<file path="src/rtl/spmp_check_ctrl.sv">
// spmp_check_ctrl
//   Shares one combinational spmp checker between NR_REQ requesters. Accepts
//   one access at a time in round-robin order. It looks up the access's first
//   byte. When the access spans two 4-byte granules, it also looks up the
//   last byte. It ANDs the lookup results and returns one allow/deny pulse to
//   the requester that owns the access.
//
// Ports
//   clk_i, rst_i          clock, synchronous active-high reset
//   req_valid_i/ready_o   per-requester handshake (ready is one-hot or zero)
//   req_addr/size/access/priv_i   per-requester access description
//   rsp_valid_o           one-cycle response pulse to the owner
//   rsp_allow_o           combined result, valid with rsp_valid_o
//   chk_valid/addr/access/priv_o  lookup driven into the spmp instance
//   chk_allow_i           spmp allow, combinational from chk_addr_o
//   cfg_write_i           spmp CSR write: restart the lookup sequence
//   flush_i               abandon the in-flight access, no response

// Minimal stand-in for the core's riscv package types so this block builds on
// its own; drop it when linking against the full core package.
package riscv;
    typedef enum logic [2:0] {
        ACCESS_NONE  = 3'b000,
        ACCESS_READ  = 3'b001,
        ACCESS_WRITE = 3'b010,
        ACCESS_EXEC  = 3'b100
    } pmp_access_t;

    typedef enum logic [1:0] {
        PRIV_LVL_U = 2'b00,
        PRIV_LVL_S = 2'b01,
        PRIV_LVL_M = 2'b11
    } priv_lvl_t;
endpackage

// state  | meaning
// -------+---------------------------------------------------------------
// IDLE   | waiting for a request; arbitration and acceptance happen here
// FIRST  | checker looks up the first byte of the access
// SECOND | checker looks up the last byte (granule-crossing accesses only)
// RESP   | response pulse to the owning requester
module spmp_check_ctrl #(
    parameter int unsigned PLEN   = 34,
    parameter int unsigned NR_REQ = 2
) (
    input  logic                                clk_i,
    input  logic                                rst_i,
    input  logic [NR_REQ-1:0]                   req_valid_i,
    output logic [NR_REQ-1:0]                   req_ready_o,
    input  logic [NR_REQ-1:0][PLEN-1:0]         req_addr_i,
    input  logic [NR_REQ-1:0][1:0]              req_size_i,
    input  riscv::pmp_access_t [NR_REQ-1:0]     req_access_i,
    input  riscv::priv_lvl_t   [NR_REQ-1:0]     req_priv_i,
    output logic [NR_REQ-1:0]                   rsp_valid_o,
    output logic                                rsp_allow_o,
    output logic                                chk_valid_o,
    output logic [PLEN-1:0]                     chk_addr_o,
    output riscv::pmp_access_t                  chk_access_o,
    output riscv::priv_lvl_t                    chk_priv_o,
    input  logic                                chk_allow_i,
    input  logic                                cfg_write_i,
    input  logic                                flush_i
);

    localparam int unsigned IDX_W = (NR_REQ > 1) ? $clog2(NR_REQ) : 1;

    typedef enum logic [1:0] {
        S_IDLE,
        S_FIRST,
        S_SECOND,
        S_RESP
    } state_t;

    state_t             r_state;
    logic [IDX_W-1:0]   r_rr;
    logic [IDX_W-1:0]   r_owner;
    logic [PLEN-1:0]    r_a;
    logic [PLEN-1:0]    r_e;
    logic               r_ovf;
    logic               r_cross;
    logic               r_allow;
    logic [PLEN-1:0]    r_chk_addr;
    riscv::pmp_access_t r_chk_access;
    riscv::priv_lvl_t   r_chk_priv;

    logic [2*NR_REQ-1:0] w_rot;
    logic                w_any;
    logic [IDX_W-1:0]    w_off;
    logic [IDX_W-1:0]    w_gnt;
    logic [IDX_W-1:0]    w_gnt_inc;
    logic                w_accept;
    logic [PLEN-1:0]     w_sel_addr;
    logic [1:0]          w_sel_size;
    logic [PLEN:0]       w_sel_e;

    // Index addition modulo NR_REQ (NR_REQ need not be a power of two).
    function automatic logic [IDX_W-1:0] wrap_add(input logic [IDX_W-1:0] x,
                                                  input logic [IDX_W-1:0] y);
        logic [IDX_W:0] sum;
        sum = {1'b0, x} + {1'b0, y};
        if (sum >= (IDX_W+1)'(NR_REQ))
            sum = sum - (IDX_W+1)'(NR_REQ);
        return sum[IDX_W-1:0];
    endfunction

    // Rotate the valid vector so bit 0 is the requester at r_rr.
    // The lowest set bit after rotation is the round-robin winner.
    always_comb begin
        w_rot = {req_valid_i, req_valid_i} >> r_rr;
        w_any = 1'b0;
        w_off = '0;
        for (int i = NR_REQ - 1; i >= 0; i--) begin
            if (w_rot[i]) begin
                w_any = 1'b1;
                w_off = IDX_W'(i);
            end
        end
    end

    assign w_gnt      = wrap_add(r_rr, w_off);
    assign w_gnt_inc  = wrap_add(w_gnt, IDX_W'(1));
    assign w_accept   = (r_state == S_IDLE) && w_any && !flush_i && !rst_i;
    assign w_sel_addr = req_addr_i[w_gnt];
    assign w_sel_size = req_size_i[w_gnt];
    // One extra bit keeps the carry out of the top address bit.
    assign w_sel_e    = {1'b0, w_sel_addr} + ((PLEN+1)'(1) << w_sel_size) - (PLEN+1)'(1);

    assign req_ready_o  = w_accept ? (NR_REQ'(1) << w_gnt) : '0;
    assign rsp_valid_o  = (r_state == S_RESP && !flush_i && !rst_i) ? (NR_REQ'(1) << r_owner) : '0;
    assign rsp_allow_o  = r_allow;
    assign chk_valid_o  = (r_state == S_FIRST) || (r_state == S_SECOND);
    assign chk_addr_o   = r_chk_addr;
    assign chk_access_o = r_chk_access;
    assign chk_priv_o   = r_chk_priv;

    always_ff @(posedge clk_i) begin
        if (rst_i) begin
            r_state      <= S_IDLE;
            r_rr         <= '0;
            r_owner      <= '0;
            r_a          <= '0;
            r_e          <= '0;
            r_ovf        <= 1'b0;
            r_cross      <= 1'b0;
            r_allow      <= 1'b0;
            r_chk_addr   <= '0;
            r_chk_access <= riscv::ACCESS_NONE;
            r_chk_priv   <= riscv::PRIV_LVL_U;
        end else begin
            case (r_state)
                S_IDLE: begin
                    if (w_accept) begin
                        r_owner      <= w_gnt;
                        r_rr         <= w_gnt_inc;
                        r_a          <= w_sel_addr;
                        r_e          <= w_sel_e[PLEN-1:0];
                        r_ovf        <= w_sel_e[PLEN];
                        r_cross      <= w_sel_addr[PLEN-1:2] != w_sel_e[PLEN-1:2];
                        r_allow      <= 1'b1;
                        // The checker inputs are loaded on entry to FIRST.
                        r_chk_addr   <= w_sel_addr;
                        r_chk_access <= req_access_i[w_gnt];
                        r_chk_priv   <= req_priv_i[w_gnt];
                        r_state      <= S_FIRST;
                    end
                end
                S_FIRST: begin
                    if (flush_i) begin
                        r_state <= S_IDLE;
                    end else if (cfg_write_i) begin
                        r_allow <= 1'b1;
                        r_chk_addr <= r_a;
                        r_state <= S_FIRST;
                    end else begin
                        // A wrapping last byte is denied without a second lookup.
                        r_allow <= r_allow & chk_allow_i & ~r_ovf;
                        if (!r_ovf && r_cross) begin
                            r_chk_addr <= r_e;
                            r_state    <= S_SECOND;
                        end else begin
                            r_state <= S_RESP;
                        end
                    end
                end
                S_SECOND: begin
                    if (flush_i) begin
                        r_state <= S_IDLE;
                    end else if (cfg_write_i) begin
                        r_allow    <= 1'b1;
                        r_chk_addr <= r_a;
                        r_state    <= S_FIRST;
                    end else begin
                        r_allow <= r_allow & chk_allow_i;
                        r_state <= S_RESP;
                    end
                end
                S_RESP: begin
                    r_state <= S_IDLE;
                end
                default: begin
                    r_state <= S_IDLE;
                end
            endcase
        end
    end

endmodule

</file>
<file path="config.mk">
export PLATFORM = sky130hd
export DESIGN_NAME = spmp_check_ctrl
export DESIGN_NICKNAME = d
export VERILOG_FILES = /design/src/rtl/spmp_check_ctrl.sv
export SDC_FILE = /design/constraint.sdc
export NUM_CORES = 1
export LEC_CHECK = 0
export ABC_AREA = 0
export CAP_MARGIN = 0
export CORE_MARGIN = 2
export CORE_UTILIZATION = 33
export CTS_CLUSTER_DIAMETER = 50
export CTS_CLUSTER_SIZE = 20
export DETAILED_ROUTE_END_ITERATION = 16
export GPL_ROUTABILITY_DRIVEN = 0
export PLACE_DENSITY_LB_ADDON = 0.12
export SYNTH_ARGS = -nofsm -noshare
export SYNTH_HDL_FRONTEND = slang
export SYNTH_SLANG_ARGS = --single-unit
</file>
<file path="constraint.sdc">
create_clock -name clk_i -period 7.5 [get_ports clk_i]
set_clock_uncertainty 0.2 [all_clocks]
set_input_delay 1.125 -clock clk_i [delete_from_list [all_inputs] [get_ports clk_i]]
set_output_delay 1.125 -clock clk_i [all_outputs]
set_load 0.1 [all_outputs]
</file>
==> metrics.md, run 1 <==
| Metric | Value |
|---|---|
| CP startpoint kind | `primary input` |
| CP Capture Type | `flop` |
| Clock transition at path regs | `60 ps` |
| Hold WC Path Type | `flop to flop` |
| Pleak | `3.94 nW` |
| Sw power | `1.01 mW` |
| Switching share of power | `0.387` |
| Core ar. | `0.0235 mm2` |
| Post-DP HPWL | `18600 um` |
| Critical path class | `primary input to flop` |
| Final Setup Violations | `0` |
| VDD IR max | `0.000136 V` |
| Sequential area share after synthesis | `0.287` |
| Clock share of power | `0.342` |
| Max Cap Viol | `0` |
| I/O Buffers | `133` |
| Fin crit period | `6540 ps` |
| Total via count in the routed design | `7871` |
| Most common library cells after synthesis | `a21oi_1, dfxtp_1, nand2_1` |
| CP peak stage delay | `600 ps` |
| Yosys top cell by area | `dfxtp_1` |
| Die height | `159 um` |
| Crit path max-delay family | `compound AO/OA/AOI/OAI gates` |
| Drt wl/cell | `18.0 um` |
| Initial antenna violation count | `0` |
| Ranking of synthesized cells by area | `dfxtp_1, a21oi_1, ha_1` |
| Nets@finish | `1240` |
| Final hold slack | `254 ps` |
| M3 GR Usage | `0.0294` |
| Gr usage total | `0.203` |
| Fin util | `0.434` |
| Number of vias per cell | `5.46` |
| Die Width | `159 um` |
| Synth Instances | `1008` |
| Starting density of the core | `0.338` |
| Required time worst endpoint | `7570 ps` |
| Fmax | `153 MHz` |
| RSZ-0062 raised after global routing | `no` |
| Ports | `134` |
| CTS Sinks | `114` |
| CP dominant cell by count | `a211oi_1` |
| Reg power frac | `0.260` |
| Worst-path cell chain | `clkdlybuf4s50_1 > maj3_2 > buf_4 > mux2i_4 > ha_1 > inv_1 > ha_1 > a211oi_1 > o211ai_1 > a41oi_2 > a211oi_1 > a211oi_1 > xnor2_1 > o21ai_0 > or4_1 > nor4b_2 > a211oi_1` |
| Mapped cell area | `0.00795 mm2` |
| Drt initial violations | `793` |
| Clock buffer count from CTS | `17` |
| # rows | `56` |
| Root Driver | `clkbuf_16` |
| Net Count, Synth | `1139` |
| Post_cts resized | `0` |
| First-pass GRT wire length | `41400 um` |
| Via count of the first global-routing pass | `7332` |
| Avg Synthesized Cell Area | `7.89 um2` |
| Count leader, synth | `a21oi_1` |
| Number of synthesized flops with an enable pin | `0` |
| Synth top area share | `0.287` |
| CP max stage cell | `clkdlybuf4s50_1` |
| Area added between synthesis and finish | `28.4%` |
| Count of final max-slew check failures | `0` |
| Worst Tran Pin Value | `1050 ps` |
| Pwr dens | `257 mW/mm2` |
| Multi-input gate area | `0.00520 mm2` |
| Met2 Usage GRT | `0.311` |
| Fill count | `2450` |
| Hold buffer count at CTS | `0` |
| P_int | `1.61 mW` |
| Max FO, Critical Path | `19` |
| Outcome | `complete, no violations` |
| Arr. time, crit path | `6610 ps` |
| CTS tree | `built` |
| # DRC | `0` |
| Share of layout cells above drive strength 1 | `0.0722` |
| FF+latch area | `0.00228 mm2` |
| Largest net degree at the start of global routing | `101` |
| Diode count | `0` |
| Global Route met1 Usage | `0.298` |
| Final Hold Vio Count | `0` |
| CP bufs+invs | `3` |
| Routed WL | `25900 um` |
| Period utilization | `0.872` |
| Longest Clk Path Bufs | `2` |
| GR peak layer | `met2` |
| Post-synthesis register bit count | `114` |
| Library cells used by synthesis | `71` |
| Async set-or-reset flop fraction in the synthesized netlist | `0` |
| Synth Warn # | `0` |
| Slew margin rel. | `0.300` |
| Grt total ovfl | `0` |
| DRT Pass-1 Iters | `5` |
| Final ANT Viol Nets | `0` |
| Logic pwr share | `0.397` |
| Worst skew pair latency | `420 ps` |
| Setup_tns | `0 ps` |
| H-tree depth | `4` |
| Setup Buffers After CTS | `0` |
| Die Area | `0.0254 mm2` |
| Main flop type after synthesis | `dfxtp_1` |
## through the flow
stage / setup WS, ps / power [mW] / cells / area [um2]
2_1_floorplan: 1230 / 1.44 / 1008 / 7950
3_3_place_gp: 606 / 1.74 / 1409 / 9570
3_5_place_dp: 546 / 1.73 / 1409 / 9570
4_1_cts: 973 / 2.64 / 1441 / 10200
5_1_grt: 625 / 2.76 / 1441 / 10200
6_report: 959 / 2.62 / 1441 / 10200
## power by group through the flow
stage	combinational, mW	clock (mW)	sequential [mW]
2_1_floorplan	0.611	0	0.832
3_3_place_gp	1.04	0	0.695
3_5_place_dp	1.03	0	0.696
4_1_cts	1.04	0.918	0.683
5_1_grt	1.13	0.949	0.689
6_report	1.04	0.898	0.683
## layer usage
layer  part of all wire  vias up
met1               0.50     3751
met4             0.0097        0
met2               0.44      222
met5                  0        -
li1                   -     3879
met3              0.049       19
## placed cells by master (no fill, tap or decap), types with 36 or more instances in the layout
| master | count |
|---|---|
| a221oi_1 | 36 |
| inv_1 | 49 |
| mux2i_1 | 51 |
| nand2_1 | 113 |
| a21oi_1 | 119 |
| dfxtp_1 | 114 |
| a211oi_1 | 52 |
| ha_1 | 41 |
| xnor2_1 | 44 |
| nor2_1 | 107 |
| clkdlybuf4s50_1 | 132 |
## worst register-to-register path, stage by stage, from the launching register on
cell and delay, ps:
dfxtp_1 350, maj3_2 510, buf_4 460, mux2i_4 350
ha_1 260, inv_1 60, ha_1 270, a211oi_1 440
o211ai_1 190, a41oi_2 460, a211oi_1 170, a211oi_1 440
xnor2_1 160, o21ai_0 180, or4_1 570, nor4b_2 220
a211oi_1 100
## worst paths after layout
check	depth (start not counted)	endpoint	from	slack, ps
worst max-delay path	17	r_cross	req_valid_i[1]	960
worst min-delay path	2	r_e[33]	r_e[33]	250
worst min register to register	2	r_e[33]	r_e[33]	250
worst max register to register	16	r_cross	r_rr	1980
## cell families (layout without fill, tap and decap cells)
kind of cell,count (synthesis),after routing,synth area share
compound gates,312,312,0.263
xor+xnor,61,61,0.0758
mux,59,59,0.0799
simple gates,295,295,0.163
flops,114,114,0.287
fa+ha+maj,43,43,0.0684
buf+inv,124,238,0.0631
## area by class of cell
type,count,share of cell area
multi-input combinational,770,0.510
sequential,114,0.224
timing repair buffer,155,0.146
clock buffer,19,0.0434
tap,319,0.0391
clock inverter,13,0.0192
inverter,51,0.0188
## flip-flops by register name, summed over array words and instances (netlist names)
signal and flops:
r_rr 1, rsp_allow_o 1, chk_addr_o 34, r_cross 1, chk_priv_o 2, r_state 2
r_ovf 1, chk_access_o 3, r_owner 1, r_e 34, r_a 34
(Power assumes the default switching activity.)
==> run 2: changes to the inputs <==
CTS_BUF_LIST = sky130_fd_sc_hd__clkbuf_16   (was not set)
SETUP_SLACK_MARGIN = 0.4   (was not set)
==> run 2 against run 1 <==
Final cell count unchanged. Global-route usage about the same. Total power down 0.38%. Critical path depth unchanged. Sequential power about the same. Hold slack about the same. Wire length about the same. Register-to-register slack about the same. First-iteration DRC count down 4.5%. Critical endpoint unchanged.
==> metrics.md, run 2 (synthesis gave the netlist of run 1 again) <==
| Metric | Value |
|---|---|
| Clock share of power | `0.340` |
| Final Hold Vio Count | `0` |
| Hold buffer count at CTS | `0` |
| Hold Path Cell Cnt | `2` |
| Crit path max-delay family | `compound AO/OA/AOI/OAI gates` |
| CP max stage cell | `clkdlybuf4s50_1` |
| RSZ-0062 raised after global routing | `no` |
| Fill count | `2450` |
| Setup_tns | `0 ps` |
| Reg power frac | `0.261` |
| CTS Sinks | `114` |
| Core ar. | `0.0235 mm2` |
| Nets@finish | `1240` |
| Slew margin rel. | `0.300` |
| Initial antenna violation count | `0` |
| Routed WL | `25900 um` |
| Diode count | `0` |
| Clock transition at path regs | `60 ps` |
| Final ANT Viol Nets | `0` |
| Area added between synthesis and finish | `28.2%` |
| R2r setup slk | `1970 ps` |
| First-pass GRT wire length | `41400 um` |
| Gr usage total | `0.203` |
| Post-DP HPWL | `18600 um` |
| Sw power | `1.02 mW` |
| Switching share of power | `0.389` |
| Post-route cell area | `0.0102 mm2` |
| Max Cap Viol | `0` |
| Worst Tran Pin Value | `1050 ps` |
| Pleak | `3.94 nW` |
| Clock buffer count from CTS | `17` |
| # DRC | `0` |
| Setup Buffers After CTS | `0` |
| Die Width | `159 um` |
| Most frequent cells in the layout | `clkdlybuf4s50_1, a21oi_1, dfxtp_1, nand2_1, nor2_1` |
| Ports | `134` |
| Die height | `159 um` |
| Fmax | `153 MHz` |
| CP Capture Type | `flop` |
| Worst setup margin | `950 ps` |
| Hold EP | `r_e[33]` |
| Drt wl/cell | `18.0 um` |
| VDD IR max | `0.000136 V` |
| Longest Clk Path Bufs | `2` |
| Required time worst endpoint | `7570 ps` |
| Final hold slack | `254 ps` |
| H-tree depth | `4` |
| Fin util | `0.433` |
| Arr. time, crit path | `6620 ps` |
| FF-to-FF End | `r_cross` |
| CP dominant cell by count | `a211oi_1` |
| Root Driver | `clkbuf_16` |
| Worst-path cell chain | `clkdlybuf4s50_1 > maj3_2 > buf_4 > mux2i_4 > ha_1 > inv_1 > ha_1 > a211oi_1 > o211ai_1 > a41oi_2 > a211oi_1 > a211oi_1 > xnor2_1 > o21ai_0 > or4_1 > nor4b_2 > a211oi_1` |
| Placed cell areas | `0.00957 mm2` |
| CP peak stage delay | `600 ps` |
| Count of final max-slew check failures | `0` |
| CP startpoint kind | `primary input` |
| P_int | `1.60 mW` |
| DRT Pass-1 Iters | `5` |
| Drt initial violations | `757` |
| Die Area | `0.0254 mm2` |
| Logic pwr share | `0.399` |
| Overall power | `2.61 mW` |
| CP bufs+invs | `3` |
| Critical path class | `primary input to flop` |
| Period utilization | `0.873` |
| Number of vias per cell | `5.45` |
| Max FO, Critical Path | `19` |
| Crit Reg-Reg Startpoint | `r_rr` |
| R2R depth | `16` |
| Total via count in the routed design | `7860` |
| Starting density of the core | `0.338` |
| # rows | `56` |
| Share of layout cells above drive strength 1 | `0.0713` |
| Pwr dens | `256 mW/mm2` |
| Cell Count, Final, Fillers Out | `1441` |
| Grt total ovfl | `0` |
| Via count of the first global-routing pass | `7329` |
| Fin crit period | `6550 ps` |
| CTS tree | `built` |
| Worst hold start | `r_e[33]` |
| Most common cell after layout, fill and taps aside | `clkdlybuf4s50_1` |
| Hold WC Path Type | `flop to flop` |
| Largest net degree at the start of global routing | `101` |
| Post_cts resized | `0` |
| Dpl ws | `546 ps` |
| Final Setup Violations | `0` |
| Worst skew pair latency | `420 ps` |
| CP startpoint | `req_valid_i[1]` |
| Placed Cells | `1409` |
| Outcome | `complete, no violations` |
| I/O Buffers | `133` |
[run 2: cell count changes in the layout (fill, tap and decap cells not counted)]
cell	change
clkbuf_8	-1
clkbuf_1	-1
inv_1	+1
clkinv_1	+1
[run 2: routing by layer]
layer	part of all wire	up-vias	wire, um	global-route usage
li1	-	3871	-	-
met1	0.51	3749	13200	0.298
met2	0.43	219	11200	0.311
met3	0.047	21	1230	0.0294
met4	0.0097	0	252	0.0483
met5	0	-	0	0
[run 2: worst reg2reg max path, cell delays in order, from the launching register on]
cell and delay (ps):
dfxtp_1 350, maj3_2 510, buf_4 460, mux2i_4 350
ha_1 260, inv_1 60, ha_1 270, a211oi_1 440
o211ai_1 190, a41oi_2 460, a211oi_1 160, a211oi_1 450
xnor2_1 160, o21ai_0 180, or4_1 570, nor4b_2 220
a211oi_1 100
[run 2: layout make-up]
type / instances / area, um2 / area share
clock buffer: 17 / 425 / 0.0417
clock inverter: 15 / 204 / 0.0200
inverter: 51 / 191 / 0.0188
multi-input combinational: 770 / 5200 / 0.510
sequential: 114 / 2280 / 0.224
tap: 319 / 399 / 0.0391
timing repair buffer: 155 / 1490 / 0.147
[run 2: power by group through the flow]
| stage | clock network (mW) | registers (mW) | logic, mW |
|---|---|---|---|
| after CTS | 0.906 | 0.683 | 1.04 |
| after global routing | 0.936 | 0.689 | 1.13 |
| after global placement | 0 | 0.695 | 1.04 |
| after floorplan | 0 | 0.832 | 0.611 |
| final | 0.888 | 0.683 | 1.04 |
| after detailed placement | 0 | 0.696 | 1.03 |
[run 2: worst max path at each step]
stage	slack [ps]	cells after the start	to
finish	950	17	r_cross
detailed placement	550	17	r_cross
global placement	610	16	r_cross
global route	620	17	r_cross
CTS	970	17	r_cross
floorplan	1230	22	r_cross
==> run 3: changes to the inputs <==
PLACE_DENSITY = 0.62   (was not set)
PLACE_DENSITY_LB_ADDON = not set   (was 0.12)
==> run 3 against run 2 <==
Clock power decreased by 11%. Register-to-register slack improved by 110 ps. Sequential power hardly changed. Combinational power barely moved. First-iteration DRC count decreased by 22%. Maximum frequency rose by 2.2%. Sequential cell count is the same. Via count grew 0.56%. Final cell count down 0.21%. Hold slack got worse by 2.2 ps. Sequential share of layout area grew 0.19 points. Largest cell class unchanged.
==> metrics.md, run 3 (synthesis gave the netlist of run 1 again) <==
| Metric | Value |
|---|---|
| RSZ-0062 raised after global routing | `no` |
| Drt wl/cell | `17.2 um` |
| CTS tree | `built` |
| # rows | `56` |
| Most common cell after layout, fill and taps aside | `clkdlybuf4s50_1` |
| Arr. time, crit path | `6490 ps` |
| Pleak | `3.88 nW` |
| Starting density of the core | `0.338` |
| Final Hold Vio Count | `0` |
| I/O Buffers | `133` |
| Worst setup margin | `1090 ps` |
| Crit path max-delay family | `compound AO/OA/AOI/OAI gates` |
| Fmax | `156 MHz` |
| Die height | `159 um` |
| Clock buffer count from CTS | `17` |
| Required time worst endpoint | `7580 ps` |
| CP peak stage delay | `590 ps` |
| Grt total ovfl | `0` |
| Hold WC Path Type | `flop to flop` |
| CP max stage cell | `clkdlybuf4s50_1` |
| Share of layout cells above drive strength 1 | `0.0679` |
| Core ar. | `0.0235 mm2` |
| Hold buffer count at CTS | `0` |
| Worst Tran Pin Value | `1040 ps` |
| Period utilization | `0.854` |
| Most frequent cells in the layout | `clkdlybuf4s50_1, a21oi_1, dfxtp_1, nand2_1, nor2_1` |
| Worst skew pair latency | `420 ps` |
| Final Setup Violations | `0` |
| Pwr dens | `248 mW/mm2` |
| Setup Buffers After CTS | `0` |
| CP bufs+invs | `3` |
| First-pass GRT wire length | `40300 um` |
| CP Capture Type | `flop` |
| Die Area | `0.0254 mm2` |
| Routed WL | `24700 um` |
| Max FO, Critical Path | `18` |
| Root Driver | `clkbuf_16` |
| Post_cts resized | `0` |
| Dpl ws | `695 ps` |
| Gr usage total | `0.194` |
| Via count of the first global-routing pass | `7558` |
| Setup_tns | `0 ps` |
| Clock transition at path regs | `60 ps` |
| Initial antenna violation count | `0` |
| Critical path class | `primary input to flop` |
| Largest net degree at the start of global routing | `101` |
| Placed cell areas | `0.00955 mm2` |
| Area added between synthesis and finish | `27.2%` |
| Outcome | `complete, no violations` |
| Die Width | `159 um` |
| Worst-path cell chain | `clkdlybuf4s50_1 > maj3_2 > buf_4 > a31oi_1 > ha_1 > inv_1 > ha_1 > fa_1 > a211oi_1 > o211ai_1 > a41oi_2 > a21oi_1 > a41oi_1 > xnor2_1 > o21ai_0 > or4_1 > nor4b_2 > a211oi_1` |
| Diode count | `0` |
| Post-DP HPWL | `17700 um` |
| DRT Pass-1 Iters | `5` |
| Final ANT Viol Nets | `0` |
| Total via count in the routed design | `7904` |
| Max Cap Viol | `0` |
| CTS Sinks | `114` |
| Nets@finish | `1237` |
| Fin util | `0.430` |
| Ports | `134` |
| Count of final max-slew check failures | `0` |
| Post-route cell area | `0.0101 mm2` |
| Drt initial violations | `593` |
| CP startpoint kind | `primary input` |
| H-tree depth | `4` |
| # DRC | `0` |
| Slew margin rel. | `0.306` |
| Fin crit period | `6410 ps` |
| Longest Clk Path Bufs | `2` |
| Number of vias per cell | `5.50` |
| VDD IR max | `0.000157 V` |
## run 3: cell types whose count changed in the layout (fill, tap and decap cells not counted), sizes merged
cell and delta:
clkinv +3, buf -3, clkinvlp +3, bufinv -2
inv -4
## run 3: per-stage QoR
stage / hold WS (ps) / cells / total power, mW
floorplan: 232 / 1008 / 1.44
global placement: 241 / 1406 / 1.71
detailed placement: 246 / 1406 / 1.71
CTS: 252 / 1438 / 2.51
global route: 272 / 1438 / 2.63
finish: 252 / 1438 / 2.50
## run 3: tightest hold or removal path, stage by stage (launching register included)
cell and delay (ps):
dfxtp_1 310, nand2_1 50, a21oi_1 50
## run 3: routing by layer
layer / up-vias / GRT usage / part of all wire
met2: 280 / 0.320 / 0.46
met5: - / 0 / 0
met3: 39 / 0.0378 / 0.066
met4: 0 / 0.0628 / 0.020
met1: 3731 / 0.255 / 0.46
li1: 3854 / - / -
## run 3: layout make-up
class	count	area [um2]
flip-flops and latches	114	2280
multi-input cells	770	5200
clock buffers	17	425
inverters	51	191
repair buffers	152	1470
clock inverters	15	141
fillers	2382	13400
well taps	319	399
## run 3: worst paths after layout
| kind | slack (ps) | from | depth (start not counted) | endpoint |
|---|---|---|---|---|
| worst max register to register | 2080 | r_rr | 17 | r_cross |
| worst max-delay path | 1090 | req_valid_i[1] | 18 | r_cross |
| worst min-delay path | 250 | r_e[19] | 2 | r_e[19] |
| worst min register to register | 250 | r_e[19] | 2 | r_e[19] |
## run 3: power breakdown
group | switching [mW] | total, mW | internal (mW)
logic | 0.657 | 1.03 | 0.376
registers | 0.0264 | 0.683 | 0.656
clock network | 0.304 | 0.788 | 0.484
